`src/rtl/turn_timeout_ctrl.sv`:
```
// Player-turn controller: drives the turn timer's reset/enable, detects button presses
// against the expected symbol and reports WIN, FAIL or TIMEOUT over a SEQ_LEN-symbol round.
module turn_timeout_ctrl #(
  parameter int TICK_DIV = 50_000_000,
  parameter int LIMIT    = 9,
  parameter int SEQ_LEN  = 8,
  parameter int IDXW     = 3
) (
  input  logic            CLKT,
  input  logic            R,
  input  logic            START,
  input  logic [3:0]      BTN,
  input  logic [3:0]      EXPECTED,
  input  logic [3:0]      TEMPO,
  input  logic            end_time,
  output logic            CNT_R,
  output logic            CNT_E,
  output logic [IDXW-1:0] IDX,
  output logic            HIT,
  output logic            WIN,
  output logic            FAIL,
  output logic            TIMEOUT,
  output logic [3:0]      TIME_LEFT,
  output logic [2:0]      state_dbg
);

  typedef enum logic [2:0] {
    S_IDLE  = 3'd0,
    S_ARM   = 3'd1,
    S_WAIT  = 3'd2,
    S_CHECK = 3'd3,
    S_WIN   = 3'd4,
    S_FAIL  = 3'd5
  } state_t;

  localparam int                PW      = $clog2(TICK_DIV);
  localparam logic [PW-1:0]     PMAX    = PW'(TICK_DIV - 1);
  localparam logic [IDXW-1:0]   LAST    = IDXW'(SEQ_LEN - 1);
  localparam logic [3:0]        LIMIT_V = 4'(LIMIT);

  state_t          state_q, state_d;
  logic [PW-1:0]   presc_q, presc_d;
  logic [3:0]      btn_prev_q, btn_prev_d;
  logic [3:0]      vec_q, vec_d;
  logic [IDXW-1:0] idx_q, idx_d;
  logic            hit_q, hit_d;
  logic            win_q, win_d;
  logic            fail_q, fail_d;
  logic            timeout_q, timeout_d;
  logic            cnt_r_q, cnt_r_d;
  logic            cnt_e_q, cnt_e_d;
  logic [3:0]      btn_edge;
  logic            match;

  always_ff @(posedge CLKT or negedge R) begin
    if (!R) begin
      state_q    <= S_IDLE;
      presc_q    <= '0;
      btn_prev_q <= '0;
      vec_q      <= '0;
      idx_q      <= '0;
      hit_q      <= 1'b0;
      win_q      <= 1'b0;
      fail_q     <= 1'b0;
      timeout_q  <= 1'b0;
      cnt_r_q    <= 1'b1;
      cnt_e_q    <= 1'b0;
    end else begin
      state_q    <= state_d;
      presc_q    <= presc_d;
      btn_prev_q <= btn_prev_d;
      vec_q      <= vec_d;
      idx_q      <= idx_d;
      hit_q      <= hit_d;
      win_q      <= win_d;
      fail_q     <= fail_d;
      timeout_q  <= timeout_d;
      cnt_r_q    <= cnt_r_d;
      cnt_e_q    <= cnt_e_d;
    end
  end

  // A press is any new rising edge; a multi-bit edge can never match a one-hot symbol.
  assign btn_edge = BTN & ~btn_prev_q;
  assign match    = (vec_q == EXPECTED) && (vec_q != 4'd0) &&
                    ((vec_q & (vec_q - 4'd1)) == 4'd0);

  always_comb begin
    state_d    = state_q;
    presc_d    = presc_q;
    btn_prev_d = BTN;
    vec_d      = vec_q;
    idx_d      = idx_q;
    hit_d      = 1'b0;
    win_d      = win_q;
    fail_d     = fail_q;
    timeout_d  = timeout_q;
    case (state_q)
      S_IDLE: begin
        if (START) begin
          state_d = S_ARM;
          idx_d   = '0;
        end
      end
      S_ARM: begin
        presc_d = '0;
        state_d = S_WAIT;
      end
      S_WAIT: begin
        presc_d = (presc_q == PMAX) ? '0 : presc_q + PW'(1);
        if (|btn_edge) begin
          vec_d   = btn_edge;
          state_d = S_CHECK;
        end else if (end_time) begin
          state_d   = S_FAIL;
          fail_d    = 1'b1;
          timeout_d = 1'b1;
        end
      end
      S_CHECK: begin
        if (match) begin
          hit_d = 1'b1;
          if (idx_q == LAST) begin
            state_d = S_WIN;
            win_d   = 1'b1;
          end else begin
            idx_d   = idx_q + IDXW'(1);
            state_d = S_ARM;
          end
        end else begin
          state_d   = S_FAIL;
          fail_d    = 1'b1;
          timeout_d = 1'b0;
        end
      end
      S_WIN, S_FAIL: begin
        if (START) begin
          state_d   = S_ARM;
          idx_d     = '0;
          win_d     = 1'b0;
          fail_d    = 1'b0;
          timeout_d = 1'b0;
        end
      end
      default: state_d = S_IDLE;
    endcase
    // Strobe suppressed if the turn leaves WAIT so CHECK never sees CNT_E.
    cnt_e_d = (state_q == S_WAIT) && (state_d == S_WAIT) && (presc_q == PMAX);
    cnt_r_d = !((state_d == S_WAIT) || (state_d == S_CHECK));
  end

  assign CNT_R     = cnt_r_q;
  assign CNT_E     = cnt_e_q;
  assign IDX       = idx_q;
  assign HIT       = hit_q;
  assign WIN       = win_q;
  assign FAIL      = fail_q;
  assign TIMEOUT   = timeout_q;
  assign TIME_LEFT = (TEMPO > LIMIT_V) ? 4'd0 : (LIMIT_V - TEMPO);
  assign state_dbg = state_q;

endmodule

```
`config.mk`:
```
export PLATFORM = sky130hd
export DESIGN_NAME = turn_timeout_ctrl
export DESIGN_NICKNAME = d
export VERILOG_FILES = /design/src/rtl/turn_timeout_ctrl.sv
export SDC_FILE = /design/constraint.sdc
export NUM_CORES = 1
export LEC_CHECK = 0
export ABC_AREA = 1
export BUFFER_PORTS_ARGS = -buffer_cell sky130_fd_sc_hd__buf_2
export CAP_MARGIN = 30
export CORE_ASPECT_RATIO = 1.1
export CORE_MARGIN = 8
export CORE_UTILIZATION = 37
export CTS_BUF_LIST = sky130_fd_sc_hd__clkbuf_8
export DETAILED_ROUTE_END_ITERATION = 16
export PLACE_DENSITY = 0.64
export SLEW_MARGIN = 20
export SYNTH_ARGS = -nofsm -noshare
export SYNTH_HDL_FRONTEND = slang
export SYNTH_SLANG_ARGS = --single-unit
```
`constraint.sdc`:
```
create_clock -name CLKT -period 1.29 [get_ports CLKT]
set_input_delay 0.258 -clock CLKT [delete_from_list [all_inputs] [get_ports CLKT]]
set_output_delay 0.258 -clock CLKT [all_outputs]
set_load 0.01 [all_outputs]
```
==> results.sh <==
export IMPL_start_kind="flip-flop"
export IMPL_yosys_warnings=0
export IMPL_min_from="BTN[2]"
export IMPL_crit_type="flip-flop to flip-flop"
export IMPL_grt_pass1_vias=2900
export IMPL_finalNonFillerCells=619
export IMPL_detail_route_antenna_nets=0
export IMPL_final_cell_mix="115 x nand2_1, 81 x buf_4, 44 x dfrtp_1"
export IMPL_drc=0
export IMPL_nets=551
export IMPL_clk_pin_slew_ns=0.09
export IMPL_outcome="finished, violations left"
export IMPL_maxSlewViolCount=0
export IMPL_setup_viol=39
export IMPL_hold_class="primary input to flip-flop"
export IMPL_dp_cells=593
export IMPL_tightest_slew_ns=0.262
export IMPL_drt_iter0_markers=130
export IMPL_first_pass_iters=4
export IMPL_dieHeight_um=107
export IMPL_slew_limit_headroom_pct=82.4
export IMPL_r2r_end="presc_q[18]$_DFFE_PN0P_"
export IMPL_rrSetupSlack_ns=-0.15
export IMPL_track_usage_pct=15.3
export IMPL_cpPeakStageDelay_ns=0.37
export IMPL_required_ns=1.49
export IMPL_whs_path_depth=1
export IMPL_cts_num_sinks=46
export IMPL_violations="setup timing"
export IMPL_post_route_min_period_ns=1.44
export IMPL_avgRoutedWirePerCell_um=13.6
export IMPL_synth_async_reset_ratio_pct=100
export IMPL_die_area_mm2=0.0106
export IMPL_place_congestion=0.861
export IMPL_multi_input_comb_area_mm2=0.00177
export IMPL_numCtsBuffers=5
export IMPL_cts_tree="done"
export IMPL_syn_area_mm2=0.00281
export IMPL_min_to="btn_prev_q[2]$_DFF_PN0_"
export IMPL_core_rowCount=33
export IMPL_clkLatencyLatePin_ns=0.30
export IMPL_vias=3033
export IMPL_reg2reg_from="presc_q[1]$_DFFE_PN0P_"
export IMPL_regArea_mm2=0.00115
export IMPL_max_cap_violations=0
export IMPL_drive_above_1_share_pct=44.5
export IMPL_final_common_cell="nand2_1"
export IMPL_timing_final_hold_violations=0
export IMPL_crit_chain="ha_2 > inv_2 > nor2_4 > inv_2 > nor2_4 > nand2_2 > nor2_1 > nand2_1 > nand3_1 > nand2_1"
export IMPL_fin_crit_sh_pct=112
export IMPL_fmax_mhz=694
export IMPL_via_per_inst=4.90
export IMPL_diodes=0
export IMPL_critPathSlowestCell="dfrtp_1"
export IMPL_area_growth_pct=51.2
export IMPL_synth_edff_count=0
export IMPL_synth_avg_cell_area_um2=6.93
export IMPL_n_fill_cell=639
export IMPL_antenna_found_initial=0
export IMPL_grt_max_degree=47
export IMPL_start_util_pct=38.0
export IMPL_synth_seq_cells=46
export IMPL_syn_nets=425
export IMPL_drt_total_wl_mm=8.43
export IMPL_final_cell_area_mm2=0.00424
export IMPL_tns_ns=-3.27
export IMPL_post_place_ws_ns=-0.177
export IMPL_p_leak_nw=2.08
export IMPL_grt_overflow_total=0
export IMPL_p_total_w=0.00613
export IMPL_cp_max_fo=4
export IMPL_pin_count=32
export IMPL_dp_hpwl_mm=6.01
export IMPL_reg2regPathDepth=10
export IMPL_synth_ff_type="dfrtp_1"
export IMPL_peakVddDrop_mv=0.782
export IMPL_place_area_mm2=0.00365
export IMPL_clock_skew_ns=0.00331
export IMPL_rsz0062_at_grt="true"
export IMPL_grt_pass1_wl_mm=13.4
export IMPL_h_tree_depth=2
export IMPL_ys_types=28
export IMPL_p_per_area_mw_per_mm2=1450
export IMPL_coreArea_mm2=0.00739
export IMPL_yosysSeqAreaShare_pct=41.1
export IMPL_die_w_um=99.0
export IMPL_critPathArrivalTime_ns=1.64
export IMPL_worst_slack_ns=-0.150
export IMPL_port_buffers=31
export IMPL_clock_root_buffer="clkbuf_8"
export IMPL_clockBufferDepth=2
export IMPL_end_kind="flip-flop"
export IMPL_synthCells=405
-- sequential cells by signal (all words and copies together) (netlist names) --
register / cells
btn_prev_q: 4
HIT: 1
FAIL: 1
WIN: 1
presc_q: 26
CNT_E: 1
vec_q: 4
CNT_R: 1
state_dbg: 3
IDX: 3
TIMEOUT: 1
-- repair_timing --
item | CTS | global route
hold buffers | 1 | 0
pin swaps | 23 | 32
cloned | 0 | 0
setup buffers | 7 | 10
endpoints found under the setup margin | 38 | 43
resized for setup | 33 | 85
endpoints found under the hold margin | 45 | 0
-- where the power goes --
group,internal [W],switching [W],leakage [nW]
clock network,0.000382,0.000543,0.0441
registers,0.00169,0.000207,0.610
logic,0.00145,0.00186,1.43
-- metal layers --
layer  GRT usage, %  wire length [um]  vias up
li1               -                 -     1527
met4           5.60               202        0
met1           18.0              3640     1428
met5              0                 0        -
met3           2.65               278       15
met2           27.1              4310       63
-- cells by family (layout without fill, tap and decap cells) --
logic type               count (synthesis)  after routing  share of synthesized area [%]
AND/OR/NAND/NOR                        255            255                           40.0
buffers and inverters                   59            186                           8.12
flip-flops                              46             46                           41.1
AO/OA/AOI/OAI                           33             33                           6.56
XOR/XNOR                                 8              8                           2.50
adder cells (fa/ha/maj)                  4              4                           1.78
-- per-stage QoR --
step	hold WS (ns)	util, %
after floorplan	-0.0376	-
after detailed placement	0.264	49.4
after global routing	0.0534	57.4
after CTS	0.0608	52.8
after global placement	0.260	49.4
final	0.0708	57.4
-- critical path, delay by kind of cell, from the launching register on --
kind,cells,cell delay (ns)
AND/OR/NAND/NOR,7,0.67
flip-flops,1,0.37
adder cells (fa/ha/maj),1,0.19
buffers and inverters,2,0.12
-- how the worst max path moves through the flow --
stage                           startpoint                 endpoint  slack [ns]  depth (start not counted)
finish              presc_q[1]$_DFFE_PN0P_  presc_q[18]$_DFFE_PN0P_       -0.15                         10
floorplan           presc_q[0]$_DFFE_PN0P_  presc_q[18]$_DFFE_PN0P_     -0.0005                         10
global route        state_dbg[0]$_DFF_PN0_   presc_q[4]$_DFFE_PN0P_       -0.27                          8
CTS                 presc_q[0]$_DFFE_PN0P_  presc_q[18]$_DFFE_PN0P_       -0.18                         10
global placement      vec_q[3]$_DFFE_PN0P_       IDX[0]$_DFFE_PN0P_       -0.16                         10
detailed placement  presc_q[0]$_DFFE_PN0P_   presc_q[2]$_DFFE_PN0P_       -0.18                          9
-- layout make-up --
class                           instances  area share (%)
Clock buffer                            5            1.62
Multi-Input combinational cell        300            41.8
Tap cell                               87            2.57
Clock inverter                          3           0.501
Inverter                               56            5.13
Sequential cell                        46            27.2
Timing Repair Buffer                  122            21.2
-- cells in the mapped netlist (2+ instances only) --
cell type / n / area (um^2)
o21ai_0: 15 / 75.1
inv_2: 3 / 11.3
xor2_1: 7 / 61.3
nand3_1: 32 / 160
inv_1: 53 / 199
nand2_2: 4 / 25.0
ha_1: 4 / 50.1
nor2_1: 48 / 180
nor2_2: 5 / 31.3
o22ai_1: 6 / 37.5
dfrtp_1: 45 / 1130
nand2_1: 143 / 537
nand4_1: 12 / 75.1
buf_2: 2 / 10.0
o21ai_1: 7 / 35.0
nor2_4: 7 / 78.8
Power figures use the tool's default switching activity.
